`src/rtl/rot_pkg.sv`:
```
// Shared types, constants and helpers for the rotator command path.
package rot_pkg;

  localparam int unsigned ROT_WIDTH = 8;
  localparam int unsigned ROT_SHW   = $clog2(ROT_WIDTH);

  localparam logic ROT_LEFT  = 1'b1;
  localparam logic ROT_RIGHT = 1'b0;

  // Rotate command as seen by the rotator at the default data width.
  typedef struct packed {
    logic                 dir;
    logic [ROT_SHW-1:0]   shamt;
    logic [ROT_WIDTH-1:0] data;
  } rot_cmd_t;

  // Control bits of a command: direction plus shift amount.
  function automatic int unsigned cmd_bits(input int unsigned width);
    return 1 + $clog2(width);
  endfunction

endpackage

```
`src/rtl/rot_fifo_ptr.sv`:
```
// Pointer, occupancy and full/empty tracking for the command FIFO.
module rot_fifo_ptr
  import rot_pkg::*;
#(
  parameter  int unsigned DEPTH = 4,
  localparam int unsigned AW    = $clog2(DEPTH),
  localparam int unsigned CW    = AW + 1
) (
  input  logic          clk,
  input  logic          rst_n,
  input  logic          flush,
  input  logic          push,
  input  logic          pop,
  output logic [AW-1:0] wr_addr,
  output logic [AW-1:0] rd_addr,
  output logic [CW-1:0] count,
  output logic          full,
  output logic          empty
);

  logic [CW-1:0] r_wr_ptr;
  logic [CW-1:0] r_rd_ptr;
  logic [CW-1:0] r_count;

  // Pointers carry a wrap bit in the MSB; flush wins over push/pop.
  always_ff @(posedge clk or negedge rst_n) begin
    if (!rst_n) begin
      r_wr_ptr <= '0;
      r_rd_ptr <= '0;
      r_count  <= '0;
    end else if (flush) begin
      r_wr_ptr <= '0;
      r_rd_ptr <= '0;
      r_count  <= '0;
    end else begin
      if (push) r_wr_ptr <= r_wr_ptr + CW'(1);
      if (pop)  r_rd_ptr <= r_rd_ptr + CW'(1);
      case ({push, pop})
        2'b10:   r_count <= r_count + CW'(1);
        2'b01:   r_count <= r_count - CW'(1);
        default: r_count <= r_count;
      endcase
    end
  end

  // Status decode from the registered pointers only.
  always_comb begin
    wr_addr = r_wr_ptr[AW-1:0];
    rd_addr = r_rd_ptr[AW-1:0];
    count   = r_count;
    empty   = (r_wr_ptr == r_rd_ptr);
    full    = (r_wr_ptr[AW-1:0] == r_rd_ptr[AW-1:0]) &&
              (r_wr_ptr[AW] != r_rd_ptr[AW]);
  end

endmodule

```
`src/rtl/rotator_cmd_fifo.sv`:
```
// First-word-fall-through FIFO of rotate commands feeding the rotator.
module rotator_cmd_fifo
  import rot_pkg::*;
#(
  parameter  int unsigned WIDTH = 8,
  parameter  int unsigned DEPTH = 4,
  localparam int unsigned SHW   = $clog2(WIDTH),
  localparam int unsigned CW    = $clog2(DEPTH) + 1
) (
  input  logic             clk,
  input  logic             rst_n,
  input  logic             flush,
  input  logic             in_valid,
  output logic             in_ready,
  input  logic             in_dir,
  input  logic [SHW-1:0]   in_shamt,
  input  logic [WIDTH-1:0] in_data,
  output logic             out_valid,
  input  logic             out_ready,
  output logic             rot_dir,
  output logic [SHW-1:0]   rot_shamt,
  output logic [WIDTH-1:0] rot_data,
  output logic [CW-1:0]    count,
  output logic             full,
  output logic             empty
);

  localparam int unsigned AW    = $clog2(DEPTH);
  localparam int unsigned CMD_W = cmd_bits(WIDTH) + WIDTH;

  typedef struct packed {
    logic             dir;
    logic [SHW-1:0]   shamt;
    logic [WIDTH-1:0] data;
  } cmd_t;

  cmd_t          r_mem [DEPTH];
  cmd_t          w_head;
  logic [AW-1:0] w_wr_addr;
  logic [AW-1:0] w_rd_addr;
  logic [CW-1:0] w_count;
  logic          w_full;
  logic          w_empty;
  logic          w_push;
  logic          w_pop;

  // Handshakes qualified by registered status only.
  always_comb begin
    w_push = in_valid & ~w_full;
    w_pop  = out_ready & ~w_empty;
  end

  rot_fifo_ptr #(
    .DEPTH (DEPTH)
  ) u_ptr (
    .clk     (clk),
    .rst_n   (rst_n),
    .flush   (flush),
    .push    (w_push),
    .pop     (w_pop),
    .wr_addr (w_wr_addr),
    .rd_addr (w_rd_addr),
    .count   (w_count),
    .full    (w_full),
    .empty   (w_empty)
  );

  // Command storage; contents are intentionally not reset.
  always_ff @(posedge clk) begin
    if (w_push && !flush) begin
      r_mem[w_wr_addr] <= cmd_t'({in_dir, in_shamt, in_data});
    end
  end

  // Head presentation, forced to zero while empty.
  always_comb begin
    w_head    = r_mem[w_rd_addr];
    rot_dir   = 1'b0;
    rot_shamt = '0;
    rot_data  = '0;
    if (!w_empty) begin
      rot_dir   = w_head.dir;
      rot_shamt = w_head.shamt;
      rot_data  = w_head.data;
    end
    count     = w_count;
    full      = w_full;
    empty     = w_empty;
    in_ready  = ~w_full;
    out_valid = ~w_empty;
  end

  // Package-level command width must agree with the local layout at defaults.
  if (WIDTH == ROT_WIDTH) begin : g_width_check
    if ($bits(rot_cmd_t) != CMD_W) begin : g_bad
      $error("command layout width disagrees with rot_pkg");
    end
  end

endmodule

```
`config.mk`:
```
export PLATFORM = sky130hd
export DESIGN_NAME = rotator_cmd_fifo
export DESIGN_NICKNAME = d
export VERILOG_FILES = /design/src/rtl/rot_pkg.sv /design/src/rtl/rot_fifo_ptr.sv /design/src/rtl/rotator_cmd_fifo.sv
export SDC_FILE = /design/constraint.sdc
export NUM_CORES = 1
export LEC_CHECK = 0
export ABC_AREA = 1
export CELL_PAD_IN_SITES_DETAIL_PLACEMENT = 0
export CELL_PAD_IN_SITES_GLOBAL_PLACEMENT = 1
export CORE_UTILIZATION = 46
export CTS_CLUSTER_DIAMETER = 50
export CTS_CLUSTER_SIZE = 8
export DETAILED_ROUTE_END_ITERATION = 10
export PLACE_DENSITY = 0.82
export SYNTH_ARGS = -nofsm -noshare
export SYNTH_HDL_FRONTEND = slang
export SYNTH_SLANG_ARGS = --single-unit
export TNS_END_PERCENT = 30
```
`constraint.sdc`:
```
create_clock -name clk -period 5.8 [get_ports clk]
set_input_delay 0.87 -clock clk [delete_from_list [all_inputs] [get_ports clk]]
set_output_delay 0.87 -clock clk [all_outputs]
set_load 0.005 [all_outputs]
```
==> results_dict.tcl, run 1 <==
set metrics [dict create \
    status "finished, final reports clean" \
    tightestPinTransition_ns 1.07 \
    tritoncts "built" \
    postRouteAntennaNets 0 \
    cts_setup_buffers 0 \
    place_congestion 0.764 \
    drc 0 \
    crit_path_start_kind "flop" \
    leakage_nw 1.27 \
    drive_gt1_frac 0.114 \
    dp_slack_ns 2.73 \
    fin_nets 289 \
    grt_overflow 0 \
    cts.sinks 57 \
    post-route-period-util 0.584 \
    firstDrtPassIters 4 \
    drt-wirelength-per-cell_um 13.2 \
    grt_pass1_wl_um 7490 \
    post_synth_num_cell_types 24 \
    setup_ws_ns 2.41 \
    vias_per_cell 4.89 \
    die_x_um 76.3 \
    slowest_delay_ns 0.92 \
    path_class "reg2out" \
    setup_viol 0 \
    report.power.total_mw 1.06 \
    max_freq_ghz 0.295 \
    fin_setup_tns_ns 0 \
    slew_violations 0 \
    period_needed_ns 3.39 \
    dpl.hpwl_um 2840 \
    syn_area_per_cell_um2 11.2 \
    root_buffer "clkbuf_8" \
    grtUsageTotal 0.175 \
    std_cell_rows 26 \
    finalHoldViolCount 0 \
    ios 36 \
    path_delay_family "flip-flops" \
    cts-hold-fix-buffers 0 \
    die_h_um 76.3 \
    yosys_warnings 0 \
    vias 1667 \
    synth_cells 228 \
    core_um2 5200 \
    htreeDepth 3 \
    peakVddDrop_uv 216 \
    initial_core_util 0.488 \
    cap_violations 0 \
    synth_seq_cells 57 \
    min_path_cells 2 \
    clock_path_buffers 2 \
    layout_common_cells "edfxtp_1 (48), clkdlybuf4s50_1 (35), nand2_1 (32)" \
    cts_buffers 9 \
    syn_area_um2 2540 \
    post_cts_resized 0 \
    cp_slowest_cell "dfrtp_1" \
    min_from "u_ptr.count[2]$_DFFE_PN0P_" \
    clkLatencyLatePin_ns 0.33 \
    ys_seq_area_frac 0.656 \
    grt_antenna_before_repair 0 \
    diodes 0 \
    worstPathCellList "inv_6 -> nand2_2 -> nand2_4 -> nand3_4 -> nand2_1 -> inv_1 -> clkdlybuf4s50_1" \
    numPortBuffers 35 \
    dieArea_um2 5830 \
    reg2reg_from "u_ptr.r_rd_ptr[0]$_DFFE_PN0P_" \
    rsz0062_at_grt "no" \
    r2r_slack_ns 2.89 \
    layout_commonest_cell "edfxtp_1" \
    crit_arrival_ns 2.52 \
    grt_max_degree 28 \
    syn-num-nets 251 \
    rr_endpoint "r_mem[0][7]$_DFFE_PP_" \
    slew_headroom 0.282 \
    required_ns 4.93 \
    area_delta_synth_final_pct 23.5 \
    initialDrtViolationCount 79 \
    worstRegToRegCells 8 \
    grt_pass1_vias 1575 \
    fin_skew_ns 0.0107 \
    crit_path_max_fanout 27 \
    hold_path_end "u_ptr.count[2]$_DFFE_PN0P_" \
    fin_util 0.603 \
    hp-class "reg2reg" \
    end_kind "output pin" \
    power_density_nw_per_um2 339 \
    clk_pin_slew_ns 0.06 \
    critPathBufInv 3 \
    drt_wl_total_um 4500 \
]
==> cell families after synthesis <==
family	count (synthesis)	synth area share
DFF	57	0.656
adders and majority gates	6	0.0325
AOI/OAI and AO/OA	45	0.0955
buffers and inverters	40	0.0650
and+or+nand+nor	79	0.148
xor gates and xnor gates	1	0.00345
==> per-layer routing <==
layer | up-vias | GRT usage | wire length [um]
li1 | 847 | - | -
met1 | 766 | 0.221 | 2090
met2 | 44 | 0.274 | 2090
met3 | 10 | 0.0371 | 200
met4 | 0 | 0.110 | 117
met5 | - | 0 | 0
==> worst max-delay path by stage <==
stage	start	end	slack (ns)	cells after the start
3_3_place_gp	u_ptr.r_rd_ptr[0]$_DFFE_PN0P_	rot_data[0]	2.77	7
5_1_grt	u_ptr.r_rd_ptr[0]$_DFFE_PN0P_	rot_dir	2.23	7
2_1_floorplan	flush	r_mem[0][0]$_DFFE_PP_	3.69	4
3_5_place_dp	u_ptr.r_rd_ptr[0]$_DFFE_PN0P_	rot_data[0]	2.73	7
4_1_cts	u_ptr.r_rd_ptr[0]$_DFFE_PN0P_	rot_shamt[2]	2.36	7
6_report	u_ptr.r_rd_ptr[0]$_DFFE_PN0P_	rot_data[0]	2.41	7
==> power by group <==
group          switching [mW]  internal [mW]  total, mW
Sequential             0.0219          0.462      0.484
Combinational           0.115          0.112      0.227
Clock                   0.157          0.197      0.354
Total                   0.293          0.772       1.06
==> worst register-to-register path, cell delays in order, from the launching register on <==
cell,delay [ns]
dfrtp_1,0.92
inv_6,0.21
nand2_2,0.14
nand2_4,0.07
nand3_4,0.10
nand2_4,0.07
inv_2,0.10
nand2_1,0.09
nor2_1,0.83
==> through the flow <==
| stage | std cells | hold slack (ns) | area, um2 |
|---|---|---|---|
| 6_report | 341 | 0.527 | 3140 |
| 5_1_grt | 341 | 0.555 | 3140 |
| 4_1_cts | 341 | 0.531 | 3140 |
| 3_5_place_dp | 325 | 0.517 | 2940 |
| 3_3_place_gp | 325 | 0.509 | 2940 |
| 2_1_floorplan | 228 | 0.509 | 2540 |
==> cell usage after synthesis <==
library cell,count,area (um2)
a211oi_1,1,7.51
a21oi_1,2,10.0
buf_2,2,10.0
buf_6,1,11.3
clkbuf_1,6,22.5
dfrtp_1,9,225
edfxtp_1,48,1440
fa_1,1,20.0
ha_1,5,62.6
inv_1,26,97.6
inv_2,4,15.0
inv_6,1,8.76
nand2_1,32,120
nand2_2,3,18.8
nand2_4,4,45.0
nand3_1,6,30.0
nand3_2,1,10.0
nand3_4,2,35.0
nor2_1,30,113
nor3_1,1,5.00
o21ai_0,28,140
o21ai_1,2,10.0
o22ai_1,12,75.1
xnor2_1,1,8.76
==> layout make-up <==
cell class / count / area [um2]
Fill cell: 440 / 2070
Sequential cell: 57 / 1670
Multi-Input combinational cell: 131 / 711
Timing Repair Buffer: 36 / 358
Clock buffer: 9 / 124
Inverter: 31 / 121
Tap cell: 70 / 87.6
Clock inverter: 7 / 71.3
==> flip-flops by register name, indices dropped and copies added, names as in the netlist <==
| register | count |
|---|---|
| r_mem | 48 |
| u_ptr.count | 3 |
| u_ptr.r_rd_ptr | 3 |
| u_ptr.r_wr_ptr | 3 |
Power figures use the tool's default switching activity.
==> inputs of run 2 (changes only) <==
--- a/config.mk
+++ b/config.mk
@@ -8,11 +8,11 @@
 export ABC_AREA = 1
 export CELL_PAD_IN_SITES_DETAIL_PLACEMENT = 0
 export CELL_PAD_IN_SITES_GLOBAL_PLACEMENT = 1
-export CORE_UTILIZATION = 46
+export CORE_UTILIZATION = 43
 export CTS_CLUSTER_DIAMETER = 50
 export CTS_CLUSTER_SIZE = 8
 export DETAILED_ROUTE_END_ITERATION = 10
-export PLACE_DENSITY = 0.82
+export PLACE_DENSITY = 0.77
 export SYNTH_ARGS = -nofsm -noshare
 export SYNTH_HDL_FRONTEND = slang
 export SYNTH_SLANG_ARGS = --single-unit
==> constraint.sdc (replaced) <==
create_clock -name clk -period 3.3 [get_ports clk]
set_input_delay 0.495 -clock clk [delete_from_list [all_inputs] [get_ports clk]]
set_output_delay 0.495 -clock clk [all_outputs]
set_load 0.005 [all_outputs]
==> results_dict.tcl, run 2 (synthesis results as in run 1) <==
set metrics [dict create \
    status "finished, final reports clean" \
    setup_viol 0 \
    critPathBufInv 3 \
    cts.sinks 57 \
    top_register "r_mem" \
    finalHoldViolCount 0 \
    post-route-period-util 0.816 \
    fin_setup_tns_ns 0 \
    required_ns 2.80 \
    tightestPinTransition_ns 0.511 \
    ios 36 \
    grt_pass1_vias 1734 \
    grt_pass1_wl_um 8250 \
    dpl.hpwl_um 3260 \
    tritoncts "built" \
    dieArea_um2 6220 \
    diodes 0 \
    rsz0062_at_grt "no" \
    reg2reg_from "u_ptr.r_rd_ptr[0]$_DFFE_PN0P_" \
    numPortBuffers 35 \
    grt_overflow 0 \
    slew_violations 0 \
    firstDrtPassIters 4 \
    setup_ws_ns 0.606 \
    leakage_nw 1.30 \
    grtUsageTotal 0.185 \
    layout_commonest_cell "edfxtp_1" \
    crit_path_start_kind "flop" \
    dp_slack_ns 0.817 \
    hp-class "in2async" \
    worstRegToRegCells 15 \
    rr_endpoint "u_ptr.count[2]$_DFFE_PN0P_" \
    max_freq_ghz 0.371 \
    slowest_delay_ns 0.66 \
    crit_path_max_fanout 27 \
    core_um2 5610 \
    cts-hold-fix-buffers 0 \
    cts_buffers 9 \
    layout_common_cells "edfxtp_1 (48), clkdlybuf4s50_1 (35), nand2_1 (32)" \
    root_buffer "clkbuf_8" \
    drive_gt1_frac 0.123 \
    vias_per_cell 4.93 \
    die_x_um 78.9 \
    clk_pin_slew_ns 0.07 \
    drt-wirelength-per-cell_um 14.6 \
    area_delta_synth_final_pct 24.7 \
    cap_violations 0 \
    period_needed_ns 2.69 \
    initial_core_util 0.453 \
    worstPathCellList "inv_6 -> nand2_2 -> nand2_4 -> nand3_4 -> nand2_1 -> inv_1 -> clkdlybuf4s50_1" \
    grt_max_degree 28 \
    clock_path_buffers 2 \
    crit_arrival_ns 2.20 \
    grt_antenna_before_repair 0 \
    peakVddDrop_uv 405 \
    postRouteAntennaNets 0 \
    fin_skew_ns 0.0106 \
    cts_setup_buffers 0 \
    std_cell_rows 27 \
    end_kind "output pin" \
    path_class "reg2out" \
    power_density_nw_per_um2 596 \
    fin_nets 294 \
    cp_slowest_cell "dfrtp_1" \
    drc 0 \
    die_h_um 78.9 \
    largest_reg_flops 48 \
    initialDrtViolationCount 118 \
    r2r_slack_ns 0.82 \
    htreeDepth 3 \
    slew_headroom 0.660 \
    path_delay_family "buffers and inverters" \
    worst_hold_slack_ns 0.467 \
    clkLatencyLatePin_ns 0.34 \
    drt_wl_total_um 5100 \
    place_congestion 0.736 \
    vias 1716 \
    post_cts_resized 0 \
]
## run 2: final cells by class
| class | instances | area (um2) |
|---|---|---|
| tap | 72 | 90.1 |
| multi-input combinational | 131 | 711 |
| sequential | 57 | 1670 |
| inverter | 31 | 121 |
| timing repair buffer | 41 | 395 |
| fill | 500 | 2440 |
| clock inverter | 6 | 58.8 |
| clock buffer | 10 | 128 |
## run 2: report_power, final
part	internal [mW]	total, mW	switching [mW]	leakage (nW)
sequential	0.813	0.841	0.0287	0.557
combinational	0.205	0.421	0.217	0.647
clock	0.343	0.625	0.282	0.0913
total	1.36	1.89	0.528	1.30
## run 2: worst max-delay path by stage
stage,from,endpoint,depth (start not counted)
3_5_place_dp,u_ptr.r_rd_ptr[0]$_DFFE_PN0P_,u_ptr.count[2]$_DFFE_PN0P_,15
2_1_floorplan,u_ptr.r_rd_ptr[0]$_DFFE_PN0P_,u_ptr.count[2]$_DFFE_PN0P_,16
3_3_place_gp,u_ptr.r_rd_ptr[0]$_DFFE_PN0P_,u_ptr.count[2]$_DFFE_PN0P_,15
6_report,u_ptr.r_rd_ptr[0]$_DFFE_PN0P_,rot_data[6],7
4_1_cts,u_ptr.r_rd_ptr[0]$_DFFE_PN0P_,rot_data[0],7
5_1_grt,u_ptr.r_rd_ptr[0]$_DFFE_PN0P_,rot_dir,6
## run 2: per-layer routing
| layer | track usage | routed length, um | vias up |
|---|---|---|---|
| li1 | - | - | 859 |
| met1 | 0.221 | 2330 | 814 |
| met2 | 0.308 | 2490 | 32 |
| met3 | 0.0379 | 150 | 11 |
| met4 | 0.109 | 122 | 0 |
| met5 | 0 | 0 | - |
## run 2: metrics by stage
step / instance area (um2) / power (mW) / cells / utilization
after global placement: 2980 / 1.28 / 332 / 0.532
final: 3170 / 1.89 / 348 / 0.565
after global routing: 3170 / 1.99 / 348 / 0.565
after detailed placement: 2980 / 1.28 / 332 / 0.532
after floorplan: 2540 / 1.08 / 228 / -
after CTS: 3170 / 1.91 / 348 / 0.565
